===== src/rtl/fpmul_result_sink.sv =====
// Capture sink behind the pipelined FP multiplier: realigns VIN to LATENCY, buffers FP_Z results, counts samples, raises END_SIM.
// Optional result classification counters (NaN/Inf/zero) are enabled by defining FPSINK_CLASS_EN.
module fpmul_result_sink #(
  parameter int LATENCY   = 4,
  parameter int DEPTH     = 16,
  parameter int N_SAMPLES = 10000,
  parameter int CNT_W     = 16
) (
  input  logic             CLK,
  input  logic             RST,
  input  logic             VIN,
  input  logic [31:0]      DIN,
  input  logic             RD_EN,
  output logic [31:0]      DOUT,
  output logic             DOUT_VALID,
  output logic             EMPTY,
  output logic             FULL,
  output logic             OVERFLOW,
  output logic [CNT_W-1:0] SAMPLE_CNT,
  output logic             END_SIM
`ifdef FPSINK_CLASS_EN
  ,
  output logic [CNT_W-1:0] NAN_CNT,
  output logic [CNT_W-1:0] INF_CNT,
  output logic [CNT_W-1:0] ZERO_CNT
`endif
);

  localparam int AW = $clog2(DEPTH);
  localparam logic [CNT_W-1:0] LP_LAST = CNT_W'(N_SAMPLES - 1);
  localparam logic [CNT_W-1:0] LP_ONE  = CNT_W'(1);
  localparam logic [AW:0]      LP_PONE = (AW+1)'(1);

  typedef enum logic [1:0] {S_IDLE, S_RUN, S_DONE} state_t;

  state_t             r_state;
  state_t             w_state_nxt;
  logic [LATENCY-1:0] r_vsr;
  logic               w_cap;
  logic               w_count;
  logic               w_last;
  logic               w_rd;
  logic               w_wr;
  logic               w_drop;
  logic [AW:0]        r_wptr;
  logic [AW:0]        r_rptr;
  logic [AW:0]        w_wptr_nxt;
  logic [AW:0]        w_rptr_nxt;
  logic               w_empty_nxt;
  logic               w_full_nxt;
  logic [31:0]        r_mem [DEPTH];
  logic [31:0]        r_dout;
  logic               r_dout_vld;
  logic               r_empty;
  logic               r_full;
  logic               r_ovf;
  logic [CNT_W-1:0]   r_sample_cnt;
  logic               r_end_sim;

  // VIN delay line; its last stage marks the edge where DIN carries the matching result
  generate
    if (LATENCY == 1) begin : g_vsr_one
      always_ff @(posedge CLK or posedge RST) begin
        if (RST) r_vsr <= '0;
        else     r_vsr <= VIN;
      end
    end else begin : g_vsr_multi
      always_ff @(posedge CLK or posedge RST) begin
        if (RST) r_vsr <= '0;
        else     r_vsr <= {r_vsr[LATENCY-2:0], VIN};
      end
    end
  endgenerate

  assign w_cap  = r_vsr[LATENCY-1];
  assign w_last = (r_sample_cnt == LP_LAST);

  always_ff @(posedge CLK or posedge RST) begin
    if (RST) r_state <= S_IDLE;
    else     r_state <= w_state_nxt;
  end

  always_comb begin
    w_state_nxt = r_state;
    w_count     = 1'b0;
    case (r_state)
      S_IDLE: begin
        if (w_cap) begin
          w_count     = 1'b1;
          w_state_nxt = w_last ? S_DONE : S_RUN;
        end
      end
      S_RUN: begin
        if (w_cap) begin
          w_count = 1'b1;
          if (w_last) w_state_nxt = S_DONE;
        end
      end
      S_DONE:  w_state_nxt = S_DONE;
      default: w_state_nxt = S_IDLE;
    endcase
  end

  // A same-cycle read frees the slot a full-FIFO write needs; an empty FIFO never bypasses
  assign w_rd   = RD_EN & ~r_empty;
  assign w_wr   = w_count & (~r_full | w_rd);
  assign w_drop = w_count & ~w_wr;

  assign w_wptr_nxt  = w_wr ? (r_wptr + LP_PONE) : r_wptr;
  assign w_rptr_nxt  = w_rd ? (r_rptr + LP_PONE) : r_rptr;
  assign w_empty_nxt = (w_wptr_nxt == w_rptr_nxt);
  assign w_full_nxt  = (w_wptr_nxt[AW] != w_rptr_nxt[AW]) &&
                       (w_wptr_nxt[AW-1:0] == w_rptr_nxt[AW-1:0]);

  always_ff @(posedge CLK) begin
    if (w_wr) r_mem[r_wptr[AW-1:0]] <= DIN;
  end

  always_ff @(posedge CLK or posedge RST) begin
    if (RST) begin
      r_wptr       <= '0;
      r_rptr       <= '0;
      r_empty      <= 1'b1;
      r_full       <= 1'b0;
      r_dout       <= '0;
      r_dout_vld   <= 1'b0;
      r_ovf        <= 1'b0;
      r_sample_cnt <= '0;
      r_end_sim    <= 1'b0;
    end else begin
      r_wptr     <= w_wptr_nxt;
      r_rptr     <= w_rptr_nxt;
      r_empty    <= w_empty_nxt;
      r_full     <= w_full_nxt;
      r_dout_vld <= w_rd;
      if (w_rd)    r_dout       <= r_mem[r_rptr[AW-1:0]];
      if (w_drop)  r_ovf        <= 1'b1;
      if (w_count) r_sample_cnt <= r_sample_cnt + LP_ONE;
      r_end_sim <= (w_state_nxt == S_DONE);
    end
  end

  assign DOUT       = r_dout;
  assign DOUT_VALID = r_dout_vld;
  assign EMPTY      = r_empty;
  assign FULL       = r_full;
  assign OVERFLOW   = r_ovf;
  assign SAMPLE_CNT = r_sample_cnt;
  assign END_SIM    = r_end_sim;

`ifdef FPSINK_CLASS_EN
  logic             w_exp_ones;
  logic             w_exp_zero;
  logic             w_mant_zero;
  logic [CNT_W-1:0] r_nan_cnt;
  logic [CNT_W-1:0] r_inf_cnt;
  logic [CNT_W-1:0] r_zero_cnt;

  assign w_exp_ones  = (DIN[30:23] == 8'hFF);
  assign w_exp_zero  = (DIN[30:23] == 8'h00);
  assign w_mant_zero = (DIN[22:0] == 23'd0);

  // Classification follows the count, so dropped captures are still classified
  always_ff @(posedge CLK or posedge RST) begin
    if (RST) begin
      r_nan_cnt  <= '0;
      r_inf_cnt  <= '0;
      r_zero_cnt <= '0;
    end else if (w_count) begin
      if (w_exp_ones && !w_mant_zero && r_nan_cnt != '1)  r_nan_cnt  <= r_nan_cnt + LP_ONE;
      if (w_exp_ones && w_mant_zero && r_inf_cnt != '1)   r_inf_cnt  <= r_inf_cnt + LP_ONE;
      if (w_exp_zero && w_mant_zero && r_zero_cnt != '1)  r_zero_cnt <= r_zero_cnt + LP_ONE;
    end
  end

  assign NAN_CNT  = r_nan_cnt;
  assign INF_CNT  = r_inf_cnt;
  assign ZERO_CNT = r_zero_cnt;
`endif

endmodule


===== config.mk =====
export PLATFORM = sky130hd
export DESIGN_NAME = fpmul_result_sink
export DESIGN_NICKNAME = d
export VERILOG_FILES = /design/src/rtl/fpmul_result_sink.sv
export SDC_FILE = /design/constraint.sdc
export NUM_CORES = 1
export LEC_CHECK = 0
export CORE_MARGIN = 8
export CORE_UTILIZATION = 54
export CTS_CLUSTER_DIAMETER = 150
export DETAILED_ROUTE_END_ITERATION = 8
export HOLD_SLACK_MARGIN = 0.03
export PLACE_DENSITY = 0.78
export SYNTH_ARGS = -nofsm -noshare
export SYNTH_HDL_FRONTEND = slang
export SYNTH_SLANG_ARGS = --single-unit

===== constraint.sdc =====
create_clock -name CLK -period 7.3 [get_ports CLK]
set_input_delay 1.46 -clock CLK [delete_from_list [all_inputs] [get_ports CLK]]
set_output_delay 1.46 -clock CLK [all_outputs]
set_load 0.005 [all_outputs]

==> results of run 1 <==
==> flip-flops by register name, summed over array words and instances (netlist names), 2 cells and up <==
name / cells
r_vsr: 4
r_state: 2
DOUT: 32
r_rptr: 5
r_wptr: 5
SAMPLE_CNT: 16
r_mem: 512
==> placed cells by master, fill, tap and decap left out, types with 5 or more instances in the layout <==
cell type        netlist  final
and2_2                 0      9
bufinv_16              0      8
mux4_2               128    128
xnor2_1               19     19
o21ai_1               32     32
clkbuf_8               0      5
clkbuf_1              23     17
nand2_1               45     45
buf_4                  4     15
a221oi_2              23     23
clkinv_1               0      8
xor2_1                 6      6
inv_1                  6      5
clkbuf_16              0     58
a221oi_1               9      9
ha_1                   6      6
a22o_1                32     32
nand3_1                7      7
clkinv_2               0      7
edfxtp_1             512    512
clkdlybuf4s50_1        0     88
dfrtp_1               68     66
==> power groups by stage <==
stage	clock network, mW	registers [mW]	logic [mW]
2_1_floorplan	0	4.26	1.98
3_3_place_gp	0	4.44	2.59
3_5_place_dp	0	4.46	2.63
4_1_cts	3.05	4.40	2.67
5_1_grt	3.17	4.45	2.83
6_report	3.02	4.40	2.64
==> through the flow <==
stage	power [mW]	area, sq um	hold slack, ns	worst slack, ns
after floorplan	6.24	22200	0.331	2.29
after global placement	7.03	23600	0.335	2.77
after detailed placement	7.09	23600	0.335	2.66
after CTS	10.1	25600	0.348	3.22
after global routing	10.4	25600	0.359	3.02
final	10.1	25600	0.348	3.15
==> path summary, 6_finish.rpt <==
kind	start	end	slack (ns)
setup / recovery	RD_EN	r_mem[2][6]$_DFFE_PP_	3.15
hold / removal	r_vsr[2]$_DFF_PP0_	r_vsr[3]$_DFF_PP0_	0.35
hold reg to reg	r_vsr[2]$_DFF_PP0_	r_vsr[3]$_DFF_PP0_	0.35
setup reg to reg	r_rptr[0]$_DFF_PP0_	DOUT[25]$_DFFE_PP0P_	3.95
min in group asynchronous	RST	DOUT[25]$_DFFE_PP0P_	1.49
max in group asynchronous	RST	r_rptr[0]$_DFF_PP0_	5.03
==> metal layers <==
layer  track usage [%]  vias to the layer above
met1              25.4                     5426
met4              5.60                        0
met2              32.9                      442
li1                  -                     4448
met5                 0                        -
met3              3.69                       70
==> cell type report <==
| cell class | count | area [sq um] | share of cell area [%] |
|---|---|---|---|
| Clock buffer | 80 | 1580 | 6.20 |
| Sequential cell | 581 | 17100 | 66.9 |
| Tap cell | 532 | 666 | 2.60 |
| Inverter | 7 | 27.5 | 0.108 |
| Clock inverter | 27 | 360 | 1.41 |
| Timing Repair Buffer | 103 | 993 | 3.89 |
| Multi-Input combinational cell | 372 | 4820 | 18.9 |
==> cells by family after synthesis <==
kind of cell,after synthesis
mux,131
compound gates,104
simple gates,104
flops,581
xor+xnor,27
buf+inv,61
fa+ha+maj,6
==> worst max-delay path, stage by stage <==
cell             delay (ns)
clkdlybuf4s50_1        0.50
nand2b_4               0.46
a21oi_1                0.63
nor3b_1                0.42
and2_2                 0.85
==> impl_metrics.toml, run 1 <==
[pwr]
power-per-cell-area_nw_per_um2 = 393
ir_drop_mv = 0.206
switching_power_mw = 2.87
clock_power_share_pct = 30.0
swShare_pct = 28.6
combinationalPowerShare_pct = 26.2
cellInternalPower_mw = 7.18
p_leak_nw = 8.41
p_seq_share_pct = 43.7

[timing]
tightest_slew_ns = 1.20
slew_headroom_pct = 19.9
final-hold-violation-count = 0
rsz0062_at_grt = "no"
timing.final.crit_share_pct = 56.9
drv_slew = 0
setup_viol = 0
tns_ns = 0
fin_skew_ns = 0.0192
period_minus_slack_ns = 4.15
fmax_mhz = 241

[floorplan]
rows = 74
initial_utilization_pct = 54.5
core_area_sq_um = 40700
die-area_sq_um = 47800
die_w_um = 219
die_y_um = 219
ios = 89

[cts]
hold_buffers = 0
clock_latency_ns = 0.61
post_cts_resized = 0
htreeDepth = 2
cts_tree = "yes"
clk_transition_reported_paths_ns = 0.06
cts_setup_buffers = 0
cts_buffers = 57
cts_buffer_depth = 3
cts_sinks = 581
ctsRootBufferMaster = "clkbuf_16"

[detailed_routing]
dr_wl_met3_um = 2930
highest_layer = "met4"
route.detailed.drc = 0
wl_per_cell_um = 26.9
dr.pass1.iters = 5
detail-route-antenna-nets = 0
drt-initial-drc-count = 927
wl_met2_um = 23400
drt-total-wl_um = 45700
vias = 10400
drt-met1-wl_um = 18400
via_per_inst = 6.10

[yosys]
synth_cell_types = 48
async_flop_share_pct = 11.9
synth-simple-area-share_pct = 2.52
syn_inst = 1014
ys.warnings.count = 0
synth_mux_area_share_pct = 13.1
synth_seq_cells = 581
yosys-top-cells-area = "edfxtp_1, mux4_2, dfrtp_1"
synth_top_area_cell = "edfxtp_1"
synth_compound_area_share_pct = 4.24
synth_most_common_cell = "edfxtp_1"
yosys.area_share.adder_pct = 0.338
syn_area_sq_um = 22200
synthTopCellsByCount = "edfxtp_1, mux4_2, dfrtp_1, nand2_1"
synthXorXnorAreaFrac_pct = 1.20
syn-num-nets = 1056
yosysSeqAreaShare_pct = 77.1
synth.top_cell.area_share_pct = 69.3
synth-edff-count = 512
synth_top_family_by_area = "multiplexers"
syn_avg_cell_area_sq_um = 21.9
synth-main-ff-cell = "edfxtp_1"

[final_layout]
diodes = 0
post-route-util_pct = 62.7
syn2layout_area_growth_pct = 15.2
stdcell_count = 1702
drive_gt1_share_pct = 24.1
nets = 1164
final.fill_count = 2695

[critical_path]
cp.required_ns = 7.52
worstPathMaxFanout = 72
endpoint_kind = "register"
critical_path_class = "input pin to register"
r2r_cells = 5
arrival_ns = 4.37
worstSetupStartpointType = "input pin"

[placement]
numPortBuffers = 88
dp.cells = 1595
dp_hpwl_um = 24100
place.gp.congestion = 0.760

[job]
drv_cap = 0

[min_path]
holdPathStages = 0
hold_path_class = "register to register"

[grt]
track_usage_pct = 19.3
antenna_found_initial = 0
grt_max_degree = 75
grt_pass1_wl_um = 69100
grt-ovfl-total = 0
grt_pass1_vias = 11100

[run_status]
status = "complete, no violations"
No activity file was read; power rests on OpenSTA's default activity.
==> run 2: changes to the inputs <==
==> constraint.sdc (replaced) <==
create_clock -name CLK -period 4.2 [get_ports CLK]
set_input_delay 0.84 -clock CLK [delete_from_list [all_inputs] [get_ports CLK]]
set_output_delay 0.84 -clock CLK [all_outputs]
set_load 0.005 [all_outputs]
==> impl_metrics.toml, run 2 (synthesis gave the netlist of run 1 again) <==
[run_status]
status = "complete, no violations"

[floorplan]
die-area_sq_um = 47800
die_w_um = 219
initial_utilization_pct = 54.5
rows = 74
die_y_um = 219
core_area_sq_um = 40700
ios = 89

[critical_path]
crit_chain = "clkdlybuf4s50_1 > nand2b_4 > a21oi_1 > nor3b_1 > and2_2 > buf_12"
cpPeakStageDelay_ns = 0.63
cp.required_ns = 4.51
critical_path_class = "input pin to register"
worstPathMaxFanout = 17
arrival_ns = 3.15
cp_slowest_cell = "and2_2"
path_delay_family = "simple AND/OR/NAND/NOR gates"
worstSetupStartpointType = "input pin"
cp_num_buf_inv = 2
endpoint_kind = "register"

[timing]
fmax_mhz = 352
rsz0062_at_grt = "no"
setup_viol = 0
period_minus_slack_ns = 2.84
tightest_slew_ns = 1.13
final-hold-violation-count = 0
setup_ws_ns = 1.36
timing.final.crit_share_pct = 67.7
fin_skew_ns = 0.0203
drv_slew = 0
slew_headroom_pct = 24.5

[grt]
grt_max_degree = 71
use_met1_pct = 27.5
grt_use_met2_pct = 33.2
met3_usage_pct = 4.45
grt-ovfl-total = 0
grt_pass1_vias = 11100
grt-busiest-layer = "met2"
antenna_found_initial = 0
track_usage_pct = 20.2
grt_pass1_wl_um = 71900

[final_layout]
final.fill_count = 2661
final_cell_area_sq_um = 25900
post-route-util_pct = 63.5
largest_register_ffs = 512
drive_gt1_share_pct = 25.7
syn2layout_area_growth_pct = 16.6
final_common_cell = "edfxtp_1"
diodes = 0
nets = 1176
layout.cells.most_common_list = "edfxtp_1, mux4_2, clkdlybuf4s50_1, dfrtp_1, clkbuf_16"

[cts]
htreeDepth = 2
hold_buffers = 0
clock_latency_ns = 0.61
ctsRootBufferMaster = "clkbuf_16"
cts_sinks = 581
cts_buffers = 56
cts_setup_buffers = 0
cts_tree = "yes"
post_cts_resized = 0
cts_buffer_depth = 3
clk_transition_reported_paths_ns = 0.06

[pwr]
p_leak_nw = 8.54
ir_drop_mv = 0.470
p_total_mw = 17.8
power-per-cell-area_nw_per_um2 = 688

[detailed_routing]
drt-total-wl_um = 47700
dr.pass1.iters = 5
detail-route-antenna-nets = 0
via_per_inst = 6.21
wl_per_cell_um = 27.9
vias = 10600
drt-initial-drc-count = 1050
route.detailed.drc = 0

[placement]
dp_hpwl_um = 27100
place.gp.congestion = 0.764
dpl_worst_slack_ns = 0.734
numPortBuffers = 88
placed_area_sq_um = 23900

[min_path]
hold_path_class = "register to register"

[job]
drv_cap = 0
[run 2: changes by cell type in the layout (fill, tap and decap cells not counted), sizes merged]
cell,delta
clkinvlp,+5
buf,+13
bufinv,+2
clkbuf,-11
clkinv,+4
inv,-2
[run 2: where the power goes]
group          leakage [nW]  total (mW)  switching, mW  internal, mW
sequential             5.48        7.56          0.498          7.06
clock                 0.966        5.39           2.14          3.25
combinational          2.09        4.84           2.46          2.38
total                  8.54        17.8           5.10          12.7
[run 2: path summary, 6_finish.rpt]
kind | start | end | slack (ns) | cells after the start
max | RD_EN | r_mem[1][23]$_DFFE_PP_ | 1.36 | 6
min | r_vsr[2]$_DFF_PP0_ | r_vsr[3]$_DFF_PP0_ | 0.35 | 0
max reg2reg | r_state[1]$_DFF_PP0_ | r_mem[1][23]$_DFFE_PP_ | 1.42 | 5
min reg2reg | r_vsr[2]$_DFF_PP0_ | r_vsr[3]$_DFF_PP0_ | 0.35 | 0
max in group asynchronous | RST | DOUT[18]$_DFFE_PP0P_ | 2.83 | 3
min in group asynchronous | RST | r_wptr[4]$_DFF_PP0_ | 0.59 | 2
[run 2: layout make-up]
type / instances / area (sq um) / area share, %
clock buffers: 69 / 1560 / 6.04
clock inverters: 36 / 447 / 1.73
inverters: 7 / 27.5 / 0.106
multi-input cells: 372 / 4820 / 18.6
flip-flops and latches: 581 / 17100 / 66.1
well taps: 532 / 666 / 2.57
repair buffers: 116 / 1240 / 4.80
[run 2: routing by layer]
metal | wire length (um) | vias to the layer above
met2 | 23900 | 488
li1 | - | 4468
met4 | 894 | 0
met5 | 0 | -
met1 | 19200 | 5596
met3 | 3670 | 78
[run 2: through the flow]
step	cells	TNS (ns)	hold WS, ns
after floorplan	1014	-22.91	0.331
after global placement	1608	0	0.332
after detailed placement	1608	0	0.338
after CTS	1713	0	0.352
after global routing	1713	0	0.366
final	1713	0	0.348
